--- src/rtl/bids22_ctrl_seq.sv ---
// ---------------------------------------------------------------------------
// bids22_ctrl_seq
// Controller-side initiator for the bids22 auction block's C_op/C_data/C_start
// port. A single cfg_go pulse snapshots the configuration and issues, one op
// per two cycles (issue + error check), the sequence
//   Unlock, LoadX, LoadY, LoadZ, SetXYZmask, SetTimer, BidCharge, Lock
// then holds C_start high for max(cfg_round,1) cycles and waits for ready.
// The winning bid and winner flags are captured on ready. Any non-zero err
// after an op, or a ready timeout, aborts with a Lock op and a fail pulse.
//
// Ports
//   clk, reset_n          clock, synchronous active-low reset
//   cfg_go                start strobe (ignored while busy / during done)
//   cfg_*                 sequence configuration, sampled on the go cycle
//   C_op, C_data, C_start command interface to the auction block
//   err, ready, maxBid,
//   X_win, Y_win, Z_win   status/results from the auction block
//   busy, done, fail      sequence status (done/fail are 1-cycle pulses)
//   fail_err, fail_step   err value and opcode of the abort (4'hF = timeout)
//   res_max, res_win      captured maxBid and {Z_win,Y_win,X_win}
// ---------------------------------------------------------------------------
module bids22_ctrl_seq #(
  parameter logic [31:0] UNLOCK_KEY    = 32'h0F0F_0F0F,
  parameter int unsigned READY_TIMEOUT = 1024
) (
  input  logic        clk,
  input  logic        reset_n,
  input  logic        cfg_go,
  input  logic [31:0] cfg_x_value,
  input  logic [31:0] cfg_y_value,
  input  logic [31:0] cfg_z_value,
  input  logic [2:0]  cfg_mask,
  input  logic [31:0] cfg_timer,
  input  logic [31:0] cfg_charge,
  input  logic [15:0] cfg_round,
  output logic [3:0]  C_op,
  output logic [31:0] C_data,
  output logic        C_start,
  input  logic [1:0]  err,
  input  logic        ready,
  input  logic [31:0] maxBid,
  input  logic        X_win,
  input  logic        Y_win,
  input  logic        Z_win,
  output logic        busy,
  output logic        done,
  output logic        fail,
  output logic [1:0]  fail_err,
  output logic [3:0]  fail_step,
  output logic [31:0] res_max,
  output logic [2:0]  res_win
);

  localparam logic [3:0] OP_NOOP    = 4'd0;
  localparam logic [3:0] OP_UNLOCK  = 4'd1;
  localparam logic [3:0] OP_LOCK    = 4'd2;
  localparam logic [3:0] OP_LOADX   = 4'd3;
  localparam logic [3:0] OP_LOADY   = 4'd4;
  localparam logic [3:0] OP_LOADZ   = 4'd5;
  localparam logic [3:0] OP_MASK    = 4'd6;
  localparam logic [3:0] OP_TIMER   = 4'd7;
  localparam logic [3:0] OP_CHARGE  = 4'd8;
  localparam logic [3:0] STEP_TMO   = 4'hF;
  localparam logic [2:0] LAST_STEP  = 3'd7;
  localparam logic [31:0] TMO_LAST  = 32'(READY_TIMEOUT - 32'd1);

  typedef enum logic [2:0] {
    S_IDLE,
    S_ISSUE,
    S_CHECK,
    S_RUN,
    S_WAIT_RDY,
    S_ABORT
  } state_t;

  // Opcode issued at each step of the configuration sequence.
  function automatic logic [3:0] step_op(input logic [2:0] s);
    case (s)
      3'd0:    step_op = OP_UNLOCK;
      3'd1:    step_op = OP_LOADX;
      3'd2:    step_op = OP_LOADY;
      3'd3:    step_op = OP_LOADZ;
      3'd4:    step_op = OP_MASK;
      3'd5:    step_op = OP_TIMER;
      3'd6:    step_op = OP_CHARGE;
      default: step_op = OP_LOCK;
    endcase
  endfunction

  // Operand paired with each step; Lock carries zero.
  function automatic logic [31:0] step_data(
    input logic [2:0]  s,
    input logic [31:0] x,
    input logic [31:0] y,
    input logic [31:0] z,
    input logic [2:0]  m,
    input logic [31:0] t,
    input logic [31:0] c
  );
    case (s)
      3'd0:    step_data = UNLOCK_KEY;
      3'd1:    step_data = x;
      3'd2:    step_data = y;
      3'd3:    step_data = z;
      3'd4:    step_data = {29'b0, m};
      3'd5:    step_data = t;
      3'd6:    step_data = c;
      default: step_data = 32'd0;
    endcase
  endfunction

  // A programmed round length of zero still opens the round for one cycle.
  function automatic logic [15:0] round_len(input logic [15:0] r);
    round_len = (r == 16'd0) ? 16'd1 : r;
  endfunction

  state_t      state_q, state_d;
  logic [2:0]  step_q, step_d;
  logic [15:0] rcnt_q, rcnt_d;
  logic [31:0] tcnt_q, tcnt_d;

  logic [31:0] x_q, x_d, y_q, y_d, z_q, z_d, timer_q, timer_d, charge_q, charge_d;
  logic [2:0]  mask_q, mask_d;
  logic [15:0] round_q, round_d;

  logic [3:0]  c_op_q, c_op_d;
  logic [31:0] c_data_q, c_data_d;
  logic        c_start_q, c_start_d;
  logic        busy_q, busy_d;
  logic        done_q, done_d;
  logic        fail_q, fail_d;
  logic [1:0]  fail_err_q, fail_err_d;
  logic [3:0]  fail_step_q, fail_step_d;
  logic [31:0] res_max_q, res_max_d;
  logic [2:0]  res_win_q, res_win_d;

  always_comb begin
    state_d     = state_q;
    step_d      = step_q;
    rcnt_d      = rcnt_q;
    tcnt_d      = tcnt_q;
    x_d         = x_q;
    y_d         = y_q;
    z_d         = z_q;
    mask_d      = mask_q;
    timer_d     = timer_q;
    charge_d    = charge_q;
    round_d     = round_q;
    fail_err_d  = fail_err_q;
    fail_step_d = fail_step_q;
    res_max_d   = res_max_q;
    res_win_d   = res_win_q;
    done_d      = 1'b0;
    fail_d      = 1'b0;
    c_op_d      = OP_NOOP;
    c_data_d    = 32'd0;
    c_start_d   = 1'b0;

    case (state_q)
      S_IDLE: begin
        // done_q marks the cycle right after completion; a go there is dropped.
        if (cfg_go && !done_q) begin
          x_d      = cfg_x_value;
          y_d      = cfg_y_value;
          z_d      = cfg_z_value;
          mask_d   = cfg_mask;
          timer_d  = cfg_timer;
          charge_d = cfg_charge;
          round_d  = cfg_round;
          step_d   = 3'd0;
          state_d  = S_ISSUE;
        end
      end
      S_ISSUE: state_d = S_CHECK;
      S_CHECK: begin
        if (err != 2'd0) begin
          fail_err_d  = err;
          fail_step_d = step_op(step_q);
          state_d     = S_ABORT;
        end else if (step_q != LAST_STEP) begin
          step_d  = 3'(step_q + 3'd1);
          state_d = S_ISSUE;
        end else begin
          rcnt_d  = round_len(round_q);
          state_d = S_RUN;
        end
      end
      S_RUN: begin
        if (rcnt_q == 16'd1) begin
          tcnt_d  = 32'd0;
          state_d = S_WAIT_RDY;
        end else begin
          rcnt_d = 16'(rcnt_q - 16'd1);
        end
      end
      S_WAIT_RDY: begin
        // ready takes priority over an expiring timeout in the same cycle.
        if (ready) begin
          res_max_d = maxBid;
          res_win_d = {Z_win, Y_win, X_win};
          done_d    = 1'b1;
          state_d   = S_IDLE;
        end else if (tcnt_q == TMO_LAST) begin
          fail_err_d  = 2'd0;
          fail_step_d = STEP_TMO;
          state_d     = S_ABORT;
        end else begin
          tcnt_d = tcnt_q + 32'd1;
        end
      end
      S_ABORT: state_d = S_IDLE;
      default: state_d = S_IDLE;
    endcase

    // Outputs are registered, so they are decoded from the state being entered.
    case (state_d)
      S_ISSUE: begin
        c_op_d   = step_op(step_d);
        c_data_d = step_data(step_d, x_d, y_d, z_d, mask_d, timer_d, charge_d);
      end
      S_RUN:   c_start_d = 1'b1;
      S_ABORT: begin
        c_op_d = OP_LOCK;
        fail_d = 1'b1;
      end
      default: ;
    endcase
    busy_d = (state_d != S_IDLE);
  end

  always_ff @(posedge clk) begin
    if (!reset_n) begin
      state_q     <= S_IDLE;
      step_q      <= 3'd0;
      rcnt_q      <= 16'd0;
      tcnt_q      <= 32'd0;
      c_op_q      <= OP_NOOP;
      c_data_q    <= 32'd0;
      c_start_q   <= 1'b0;
      busy_q      <= 1'b0;
      done_q      <= 1'b0;
      fail_q      <= 1'b0;
      fail_err_q  <= 2'd0;
      fail_step_q <= 4'd0;
      res_max_q   <= 32'd0;
      res_win_q   <= 3'd0;
    end else begin
      state_q     <= state_d;
      step_q      <= step_d;
      rcnt_q      <= rcnt_d;
      tcnt_q      <= tcnt_d;
      c_op_q      <= c_op_d;
      c_data_q    <= c_data_d;
      c_start_q   <= c_start_d;
      busy_q      <= busy_d;
      done_q      <= done_d;
      fail_q      <= fail_d;
      fail_err_q  <= fail_err_d;
      fail_step_q <= fail_step_d;
      res_max_q   <= res_max_d;
      res_win_q   <= res_win_d;
    end
  end

  // Configuration snapshot: only meaningful after a go, so no reset needed.
  always_ff @(posedge clk) begin
    x_q      <= x_d;
    y_q      <= y_d;
    z_q      <= z_d;
    mask_q   <= mask_d;
    timer_q  <= timer_d;
    charge_q <= charge_d;
    round_q  <= round_d;
  end

  assign C_op      = c_op_q;
  assign C_data    = c_data_q;
  assign C_start   = c_start_q;
  assign busy      = busy_q;
  assign done      = done_q;
  assign fail      = fail_q;
  assign fail_err  = fail_err_q;
  assign fail_step = fail_step_q;
  assign res_max   = res_max_q;
  assign res_win   = res_win_q;

endmodule

--- config.mk ---
export PLATFORM = sky130hd
export DESIGN_NAME = bids22_ctrl_seq
export DESIGN_NICKNAME = d
export VERILOG_FILES = /design/src/rtl/bids22_ctrl_seq.sv
export SDC_FILE = /design/constraint.sdc
export NUM_CORES = 1
export LEC_CHECK = 0
export CORE_MARGIN = 2
export CORE_UTILIZATION = 47
export CTS_BUF_LIST = sky130_fd_sc_hd__clkbuf_8
export DETAILED_ROUTE_END_ITERATION = 7
export PLACE_DENSITY = 0.78
export SETUP_SLACK_MARGIN = 0.5
export SLEW_MARGIN = 20
export SYNTH_ARGS = -nofsm -noshare
export SYNTH_HDL_FRONTEND = slang
export SYNTH_SLANG_ARGS = --single-unit
--- constraint.sdc ---
create_clock -name clk -period 2.2 [get_ports clk]
set_input_delay 0.33 -clock clk [delete_from_list [all_inputs] [get_ports clk]]
set_output_delay 0.33 -clock clk [all_outputs]
set_load 0.01 [all_outputs]
==> metrics.cfg <==
[detailed_routing]
wire_per_inst_um = 20.32
drt_iter0_drc = 1235
drc_errors = 0
dr_total_vias = 13640
drt_wl_total_um = 49280
via_per_inst = 5.625
firstDrtPassIters = 7
ant_nets = 0

[timing]
fmax_mhz = 426.7
rsz0062_at_grt = yes
fin_crit_sh_pct = 106.5
layout_min_cycle_time_ns = 2.344
setup_ws_ns = -0.1438
slew_viol_final = 0
fin_skew_ns = 0.02275
max-slew-margin-rel_pct = 59.52
setup_viol_count_final = 30
hold_violations = 0
worstMarginPinSlew_ns = 0.6016

[status]
status = finished, violations left
violations = negative setup slack

[floorplan]
fp.dieW_um = 173.2
die-area_um2 = 30010
start_util_pct = 48.06
pin_count = 301
die_y_um = 173.2
core_area_um2 = 28010
rows = 61

[grt]
grt_max_degree = 76
antenna_found_initial = 1
grt-ovfl-total = 0
grt_pass1_vias = 13630
grt_use_total_pct = 29.08
grt_pass1_wl_um = 70610

[logic_synthesis]
synthCells = 1487
syn_area_um2 = 13460
synth_edf_count = 16
synth_cell_types = 86
async_reset_ff_share_pct = 0
synth_area_per_cell_um2 = 9.053
synth_fp_nets = 1716
yosysWarnings = 0
synth_ff_type = dfxtp_1
ys_seq_elements = 314
yosysSeqAreaShare_pct = 47.89

[cells_and_area]
drive_gt1_share_pct = 30.84
syn_to_final_growth_pct = 60.93
post-route-util_pct = 77.34
final_cells = 2425
final_nets = 2240
layout_common_cells = nand2_1, dfxtp_1, clkdlybuf4s50_1, buf_4, dlygate4sd2_1
layout_commonest_cell = nand2_1
fin_area_um2 = 21660

[clock_tree]
clockBufferDepth = 3
ctsHoldBuffers = 0
root_buffer = clkbuf_8
cts.sinks = 314
clk_pin_slew_ns = 0.06
cts_tree = yes
numCtsBuffers = 51
insertion_delay_ns = 0.58
htreeDepth = 2

[power_and_ir_drop]
p_per_area_nw_per_um2 = 669.6
p_leak_uw = 0.009004
peakVddDrop_mv = 0.5252

[placement]
place_ws_ns = -0.5438
dp.cells = 2237
place_congestion = 0.9078
placed_area_um2 = 18370
port_buffers = 300
hpwl_um = 29190

[setup_path]
worstPathRequired_ns = 2.68
critPathTopFamily = simple AND/OR/NAND/NOR gates
startpoint_type = flip-flop
max_stage_delay_ns = 0.33
path_class = flip-flop to flip-flop
crit_path_cell_trace = nor4_2 > nand4_1 > buf_4 > nor4_4 > o311a_4 > nand4_4 > buf_12 > buf_8 > a31oi_1
critPathBufInv = 3
cp_slowest_cell = dfxtp_1
end_kind = flip-flop
arrival_ns = 2.82
crit_path_max_fanout = 8

[worst_hold_path]
hp-class = primary input to flip-flop

[job]
maxCapViolations = 0

cells by family (layout without fill, tap and decap cells):
group	Yosys count	after routing	share of synthesized area, %
other	0	1	0
multiplexers	94	94	7.984
adder cells (fa/ha/maj)	9	9	0.8365
AND/OR/NAND/NOR	647	649	22.52
AO/OA/AOI/OAI	287	290	15.10
flip-flops	314	314	47.89
XOR/XNOR	22	22	1.431
buffers and inverters	114	668	4.238
what timing repair did:
| item | CTS | global route |
|---|---|---|
| pin swaps | 84 | 84 |
| setup buffers | 54 | 27 |
| endpoints found under the setup margin | 218 | 142 |
| resized for setup | 232 | 125 |
| cloned | 14 | 4 |
synthesized netlist by cell type (17+ instances only):
cell type  number  area share [%]
clkbuf_1       45             1.3
o211ai_1       36             2.0
mux2_2         74             6.2
nand2b_1       49             2.3
nor3_1         26            0.97
xnor2_1        22             1.4
dfxtp_1       298              44
nor2_1         61             1.7
inv_1          17            0.47
nand2_1       398              11
a21oi_1        87             3.2
o21ai_0        37             1.4
buf_2          29             1.1
nand3_1        29             1.1
a31oi_1        35             1.6
layout make-up:
class / count / area (um2)
antenna: 1 / 2.502
clock buffer: 60 / 825.8
clock inverter: 28 / 146.4
fill: 1704 / 6347
inverter: 19 / 86.33
multi-input combinational: 1064 / 7770
sequential: 314 / 6476
tap: 378 / 473.0
timing repair buffer: 561 / 5883
through the flow:
stage                     hold slack [ns]  TNS [ns]  power [uW]
final                              0.2977    -1.541       14510
after CTS                          0.2816         0       14280
after floorplan                    0.4178         0        8201
after detailed placement           0.4337    -21.99        9247
after global routing               0.2799    -5.745       15040
after global placement             0.4278    -20.06        9147
path summary, 6_finish.rpt:
| kind | endpoint | from | slack [ns] | cells past startpoint |
|---|---|---|---|---|
| max | C_data[5] | tcnt_q[22] | -0.14 | 9 |
| min | round_q[8] | cfg_round[8] | 0.30 | 1 |
| max reg2reg | C_data[5] | tcnt_q[22] | -0.14 | 9 |
| min reg2reg | timer_q[30] | timer_q[30] | 0.45 | 2 |
layer usage:
layer  global-route usage [%]  wire, um  vias up
met3                    7.193      4010      156
li1                         -         -     6230
met2                    51.60     24840      671
met4                    11.33      2059        0
met1                    33.69     18370     6583
met5                        0         0        -
sequential cells by signal, indices dropped and copies added (netlist names), 3 cells and up:
name,cells
C_data,32
C_op,4
charge_q,32
fail_step,4
mask_q,3
rcnt_q,16
res_max,32
res_win,3
round_q,16
state_q,3
step_q,3
tcnt_q,32
timer_q,32
x_q,32
y_q,32
z_q,32
power breakdown:
part | internal (uW) | switching, uW | total (uW)
registers | 6490 | 257 | 6740
logic | 1500 | 1320 | 2820
clock network | 2580 | 2360 | 4940
Power figures use the tool's default switching activity.
